**src/rtl/mat_mult_seq_if.sv**
```systemverilog
// Handshake/data bundle for mat_mult_seq.
//   in_valid/in_ready/a_in/b_in : operand stream (a_11 / b_11 in the top slice)
//   out_valid/out_ready/c_*     : result stream, RES_W = 2*DATA_W+1 per element
//   busy                        : multiplier is stepping through the elements
//   op_cnt                      : completed output handshakes, wraps silently
// master = producer/consumer side, slave = the multiplier.
interface mat_mult_seq_if #(
  parameter int unsigned DATA_W = 8,
  parameter int unsigned CNT_W  = 8
);
  localparam int unsigned RES_W = 2*DATA_W + 1;

  logic                  in_valid;
  logic                  in_ready;
  logic [4*DATA_W-1:0]   a_in;
  logic [4*DATA_W-1:0]   b_in;
  logic                  out_valid;
  logic                  out_ready;
  logic [RES_W-1:0]      c_11;
  logic [RES_W-1:0]      c_12;
  logic [RES_W-1:0]      c_21;
  logic [RES_W-1:0]      c_22;
  logic                  busy;
  logic [CNT_W-1:0]      op_cnt;

  modport master (
    output in_valid, a_in, b_in, out_ready,
    input  in_ready, out_valid, c_11, c_12, c_21, c_22, busy, op_cnt
  );

  modport slave (
    input  in_valid, a_in, b_in, out_ready,
    output in_ready, out_valid, c_11, c_12, c_21, c_22, busy, op_cnt
  );
endinterface

```
**src/rtl/mat_mult_seq.sv**
```systemverilog
// Sequenced 2x2 unsigned matrix multiplier, C = A x B.
// One shared multiply-add unit (two products + one add) produces one result
// element per cycle; a small FSM walks it over c_11, c_12, c_21, c_22.
// Ports:
//   clk  - clock, all state on posedge
//   rst  - asynchronous active-high reset
//   bus  - mat_mult_seq_if.slave (operand/result handshakes, busy, op_cnt)
module mat_mult_seq #(
  parameter int unsigned DATA_W         = 8,
  parameter int unsigned CNT_W          = 8,
  parameter int unsigned CLEAR_ON_START = 1
) (
  input  logic           clk,
  input  logic           rst,
  mat_mult_seq_if.slave  bus
);
  localparam int unsigned RES_W = 2*DATA_W + 1;
  localparam int unsigned PRD_W = 2*DATA_W;

  localparam logic [1:0] S_IDLE = 2'd0;
  localparam logic [1:0] S_CALC = 2'd1;
  localparam logic [1:0] S_DONE = 2'd2;

  logic [1:0]          state;
  logic [1:0]          idx;
  logic [4*DATA_W-1:0] a_r, b_r;
  logic [RES_W-1:0]    c_11, c_12, c_21, c_22;
  logic [CNT_W-1:0]    op_cnt;

  logic [DATA_W-1:0]   a_11, a_12, a_21, a_22;
  logic [DATA_W-1:0]   b_11, b_12, b_21, b_22;
  logic [DATA_W-1:0]   m_a0, m_a1, m_b0, m_b1;
  logic [PRD_W-1:0]    prod0, prod1;
  logic [RES_W-1:0]    mac;

  assign a_11 = a_r[4*DATA_W-1 -: DATA_W];
  assign a_12 = a_r[3*DATA_W-1 -: DATA_W];
  assign a_21 = a_r[2*DATA_W-1 -: DATA_W];
  assign a_22 = a_r[DATA_W-1:0];
  assign b_11 = b_r[4*DATA_W-1 -: DATA_W];
  assign b_12 = b_r[3*DATA_W-1 -: DATA_W];
  assign b_21 = b_r[2*DATA_W-1 -: DATA_W];
  assign b_22 = b_r[DATA_W-1:0];

  // idx[1] selects the row of A, idx[0] the column of B:
  // idx 0..3 -> c_11, c_12, c_21, c_22.
  always_comb begin
    m_a0 = idx[1] ? a_21 : a_11;
    m_a1 = idx[1] ? a_22 : a_12;
    m_b0 = idx[0] ? b_12 : b_11;
    m_b1 = idx[0] ? b_22 : b_21;
  end

  // Full-width products and a zero-extended sum: never truncates.
  assign prod0 = PRD_W'(m_a0) * PRD_W'(m_b0);
  assign prod1 = PRD_W'(m_a1) * PRD_W'(m_b1);
  assign mac   = RES_W'(prod0) + RES_W'(prod1);

  always_ff @(posedge clk or posedge rst) begin
    if (rst) begin
      state  <= S_IDLE;
      idx    <= '0;
      a_r    <= '0;
      b_r    <= '0;
      c_11   <= '0;
      c_12   <= '0;
      c_21   <= '0;
      c_22   <= '0;
      op_cnt <= '0;
    end else begin
      case (state)
        S_IDLE: begin
          if (bus.in_valid) begin
            a_r   <= bus.a_in;
            b_r   <= bus.b_in;
            idx   <= '0;
            state <= S_CALC;
            if (CLEAR_ON_START != 0) begin
              c_11 <= '0;
              c_12 <= '0;
              c_21 <= '0;
              c_22 <= '0;
            end
          end
        end
        S_CALC: begin
          case (idx)
            2'd0:    c_11 <= mac;
            2'd1:    c_12 <= mac;
            2'd2:    c_21 <= mac;
            default: c_22 <= mac;
          endcase
          idx <= idx + 2'd1;
          if (idx == 2'd3) state <= S_DONE;
        end
        S_DONE: begin
          if (bus.out_ready) begin
            op_cnt <= op_cnt + CNT_W'(1);
            state  <= S_IDLE;
          end
        end
        default: state <= S_IDLE;
      endcase
    end
  end

  // Handshake flags decode straight from the state register, so a reset
  // drops out_valid/busy immediately without needing extra flops.
  assign bus.in_ready  = (state == S_IDLE);
  assign bus.busy      = (state == S_CALC);
  assign bus.out_valid = (state == S_DONE);
  assign bus.c_11      = c_11;
  assign bus.c_12      = c_12;
  assign bus.c_21      = c_21;
  assign bus.c_22      = c_22;
  assign bus.op_cnt    = op_cnt;
endmodule

```
**src/flat_wrapper.sv**
```systemverilog
// flat-port wrapper written by rule: the top's interface ports become plain ports
module mat_mult_seq_flat 
#(
  parameter int unsigned DATA_W         = 8,
  parameter int unsigned CNT_W          = 8,
  parameter int unsigned CLEAR_ON_START = 1
)
  (clk, rst, bus_in_valid, bus_a_in, bus_b_in, bus_out_ready, bus_in_ready, bus_out_valid, bus_c_11, bus_c_12, bus_c_21, bus_c_22, bus_busy, bus_op_cnt);
  mat_mult_seq_if #(.DATA_W(DATA_W), .CNT_W(CNT_W)) bus_i ();
  input  logic clk;
  input  logic rst;
  input wire logic [$bits(bus_i.in_valid)-1:0] bus_in_valid;
  input wire logic [$bits(bus_i.a_in)-1:0] bus_a_in;
  input wire logic [$bits(bus_i.b_in)-1:0] bus_b_in;
  input wire logic [$bits(bus_i.out_ready)-1:0] bus_out_ready;
  output wire logic [$bits(bus_i.in_ready)-1:0] bus_in_ready;
  output wire logic [$bits(bus_i.out_valid)-1:0] bus_out_valid;
  output wire logic [$bits(bus_i.c_11)-1:0] bus_c_11;
  output wire logic [$bits(bus_i.c_12)-1:0] bus_c_12;
  output wire logic [$bits(bus_i.c_21)-1:0] bus_c_21;
  output wire logic [$bits(bus_i.c_22)-1:0] bus_c_22;
  output wire logic [$bits(bus_i.busy)-1:0] bus_busy;
  output wire logic [$bits(bus_i.op_cnt)-1:0] bus_op_cnt;
  assign bus_i.in_valid = bus_in_valid;
  assign bus_i.a_in = bus_a_in;
  assign bus_i.b_in = bus_b_in;
  assign bus_i.out_ready = bus_out_ready;
  assign bus_in_ready = bus_i.in_ready;
  assign bus_out_valid = bus_i.out_valid;
  assign bus_c_11 = bus_i.c_11;
  assign bus_c_12 = bus_i.c_12;
  assign bus_c_21 = bus_i.c_21;
  assign bus_c_22 = bus_i.c_22;
  assign bus_busy = bus_i.busy;
  assign bus_op_cnt = bus_i.op_cnt;
  mat_mult_seq #(.DATA_W(DATA_W), .CNT_W(CNT_W), .CLEAR_ON_START(CLEAR_ON_START)) u_core (.clk(clk), .rst(rst), .bus(bus_i));
endmodule
```
**config.mk**
```make
export PLATFORM = sky130hd
export DESIGN_NAME = mat_mult_seq_flat
export DESIGN_NICKNAME = d
export VERILOG_FILES = /design/src/rtl/mat_mult_seq_if.sv /design/src/rtl/mat_mult_seq.sv /design/src/flat_wrapper.sv
export SDC_FILE = /design/constraint.sdc
export NUM_CORES = 1
export LEC_CHECK = 0
export ABC_AREA = 1
export ABC_CLOCK_PERIOD_IN_PS = 5200
export CAP_MARGIN = 25
export CELL_PAD_IN_SITES_DETAIL_PLACEMENT = 1
export CELL_PAD_IN_SITES_GLOBAL_PLACEMENT = 1
export CORE_ASPECT_RATIO = 1.25
export CORE_MARGIN = 3
export CORE_UTILIZATION = 38
export CTS_CLUSTER_SIZE = 20
export DETAILED_ROUTE_END_ITERATION = 16
export MAX_ROUTING_LAYER = met4
export PLACE_DENSITY = 0.84
export SYNTH_ARGS = -nofsm -noshare
export SYNTH_HDL_FRONTEND = slang
export SYNTH_SLANG_ARGS = --single-unit
```
**constraint.sdc**
```tcl
create_clock -name clk -period 5.2 [get_ports clk]
set_clock_uncertainty 0.1 [all_clocks]
set_input_delay 0.78 -clock clk [delete_from_list [all_inputs] [get_ports clk]]
set_output_delay 0.78 -clock clk [all_outputs]
set_load 0.02 [all_outputs]
```
==> flow_metrics.tcl <==
set metrics [dict create \
    stdcell_area_mm2 0.0149 \
    hold_buffers 0 \
    worstMarginPinSlew_ps 921 \
    synth-seq-area-share 0.342 \
    syn_area_per_cell_um2 8.19 \
    timing.final.crit_share 1.13 \
    cts-buffers-inserted 17 \
    clock_sinks 144 \
    cp-start-kind "register" \
    drc 0 \
    layout-drive-gt1-share 0.255 \
    nets 1801 \
    cp-end-kind "register" \
    maxCapViolCount 0 \
    synthAdderAreaFrac 0.267 \
    synth_mux_area_frac 0.00285 \
    ys_ff_latch 144 \
    hold_viol_final 0 \
    synth_nets 1522 \
    critPathKind "register to register" \
    cts_htree_levels 4 \
    ys_types 31 \
    slew_headroom 0.386 \
    io_pins 147 \
    synth_top_family_by_area "adder cells" \
    slew_viol_final 0 \
    cp_slowest_cell "fa_2" \
    clock_latency_ps 450 \
    final_cell_count_no_fill 1923 \
    netlist_area_mm2 0.0105 \
    status "finished, violations left" \
    worstPathRequired_ps 5420 \
    dr_total_vias 9843 \
    fp-row-count 67 \
    dieArea_mm2 0.0298 \
    ys_warn_count 0 \
    setup_slack_ps -677 \
    drtPass1Iterations 5 \
    rsz0062_at_grt "true" \
    drt-vias-per-instance 5.12 \
    cts-root-buf "clkbuf_16" \
    grt_max_degree 102 \
    path_common_cell "fa_1" \
    grt_antenna_before_repair 0 \
    fp.dieH_um 192 \
    grt_pass1_wl_um 58300 \
    violations "negative setup slack" \
    cp.arrival_ps 6100 \
    fmax_mhz 170 \
    place_congestion 0.895 \
    dp.cells 1858 \
    syn2layout_area_growth_pct 41.7 \
    drtAntennaViolNets 0 \
    fin_crit_ps 5880 \
    core_area_mm2 0.0271 \
    clk_pin_slew_ps 60 \
    cts_buffer_depth 2 \
    grt_pass1_vias 11190 \
    drt_iter0_markers 485 \
    synthSimpleGateAreaFrac 0.245 \
    grt-ovfl-total 0 \
    diodes 0 \
    port-buffer-count 146 \
    pre_cts_slack_ps -868 \
    cts_tree "built" \
    hold_class "register to register" \
    synth-compound-area-share 0.0377 \
    layout_common_cells "nand2_1 (396), inv_1 (176), clkdlybuf4s50_1 (146)" \
    synth-xor-area-share 0.00665 \
    place_area_mm2 0.0134 \
    synth_cells 1287 \
    grt.total_usage 0.260 \
    wire_per_inst_um 20.4 \
    postLayoutCoreUtil 0.551 \
    crit_path_max_fanout 6 \
    max_stage_delay_ps 570 \
    die_w_um 155 \
    setup_violations 52 \
    hpwl_um 26400 \
    mostFrequentLayoutCell "nand2_1" \
    finalWirelength_um 39200 \
    start_util 0.389 \
]
==> registers in the layout (all words and copies together), names as in the netlist <==
name / count
u_core.bus.op_cnt: 8
u_core.state: 2
u_core.bus.c_22: 17
u_core.a_r: 32
u_core.b_r: 32
u_core.bus.c_21: 17
u_core.bus.c_11: 17
u_core.bus.c_12: 17
u_core.idx: 2
==> per-layer routing <==
layer / vias to the layer above / routed length [µm] / global-route usage
met5: - / 0 / -
met4: 0 / 1710 / 0.110
met3: 119 / 1570 / 0.0435
met2: 301 / 21200 / 0.467
met1: 4994 / 14700 / 0.283
li1: 4429 / - / -
==> cells by family after synthesis <==
kind of cell	after synthesis
XOR/XNOR	8
adder cells (fa/ha/maj)	167
multiplexers	3
AND/OR/NAND/NOR	632
AO/OA/AOI/OAI	73
buffers and inverters	260
flip-flops	144
==> what timing repair did <==
| action | 4_1_cts | 5_1_grt |
|---|---|---|
| pin swaps | 32 | 42 |
| buffers inserted | 19 | 13 |
| resized for setup | 79 | 119 |
| gates cloned | 2 | 1 |
| endpoints found under the setup margin | 55 | 52 |
==> final cells by class <==
cell class / instances / area [µm²]
sequential: 144 / 3610
fill: 3153 / 12100
timing repair buffer: 295 / 2730
tap: 345 / 432
inverter: 224 / 858
clock buffer: 19 / 443
multi-input combinational: 883 / 6700
clock inverter: 12 / 160
timing repair inverter: 1 / 6.26
==> cells in the mapped netlist <==
cell | n | area, µm²
o21ai_0 | 39 | 195
nand2_2 | 3 | 18.8
clkbuf_1 | 3 | 11.3
fa_1 | 97 | 1940
o21ai_1 | 18 | 90.1
nand2_4 | 1 | 11.3
buf_1 | 1 | 3.75
dfrtp_1 | 144 | 3600
a21oi_1 | 9 | 45.0
inv_2 | 6 | 22.5
ha_1 | 70 | 876
buf_2 | 27 | 135
mux2i_1 | 3 | 30.0
or2_2 | 29 | 181
a22o_1 | 1 | 8.76
xor2_1 | 2 | 17.5
buf_6 | 3 | 33.8
a21oi_2 | 2 | 17.5
o31ai_1 | 1 | 7.51
o21ai_2 | 2 | 17.5
nand3b_1 | 2 | 15.0
a21oi_4 | 1 | 16.3
nand3_1 | 17 | 85.1
nor2_2 | 2 | 12.5
nor2_4 | 1 | 11.3
nand4_1 | 32 | 200
buf_4 | 2 | 15.0
inv_1 | 218 | 818
xnor2_1 | 6 | 52.6
nand2_1 | 441 | 1660
nor2_1 | 104 | 390
==> through the flow <==
step	hold WS (ps)	setup TNS, ps
floorplan	341	-2990
global placement	360	-28680
detailed placement	365	-36850
CTS	382	-22190
global route	396	-36440
finish	374	-26790
==> final timing paths <==
kind | depth (start not counted) | start | slack (ps) | to
setup / recovery | 25 | u_core.idx[1] | -680 | u_core.bus.c_22[10]
hold / removal | 1 | u_core.bus.op_cnt[7] | 370 | u_core.bus.op_cnt[7]
hold reg to reg | 1 | u_core.bus.op_cnt[7] | 370 | u_core.bus.op_cnt[7]
min in group asynchronous | 2 | rst | 830 | u_core.bus.op_cnt[0]
setup reg to reg | 25 | u_core.idx[1] | -680 | u_core.bus.c_22[10]
max in group asynchronous | 3 | rst | 3040 | u_core.bus.c_21[8]
==> critical path, delay by kind of cell (launching register included) <==
family | cells | cell delay, ps
buffers and inverters | 8 | 650
AOI/OAI and AO/OA | 2 | 170
adders and majority gates | 7 | 3270
DFF | 1 | 470
and+or+nand+nor | 8 | 1080
Power is left out: the tool's default activity adds up to more than one toggle a clock period on the data nets, which glitch-free logic cannot reach.
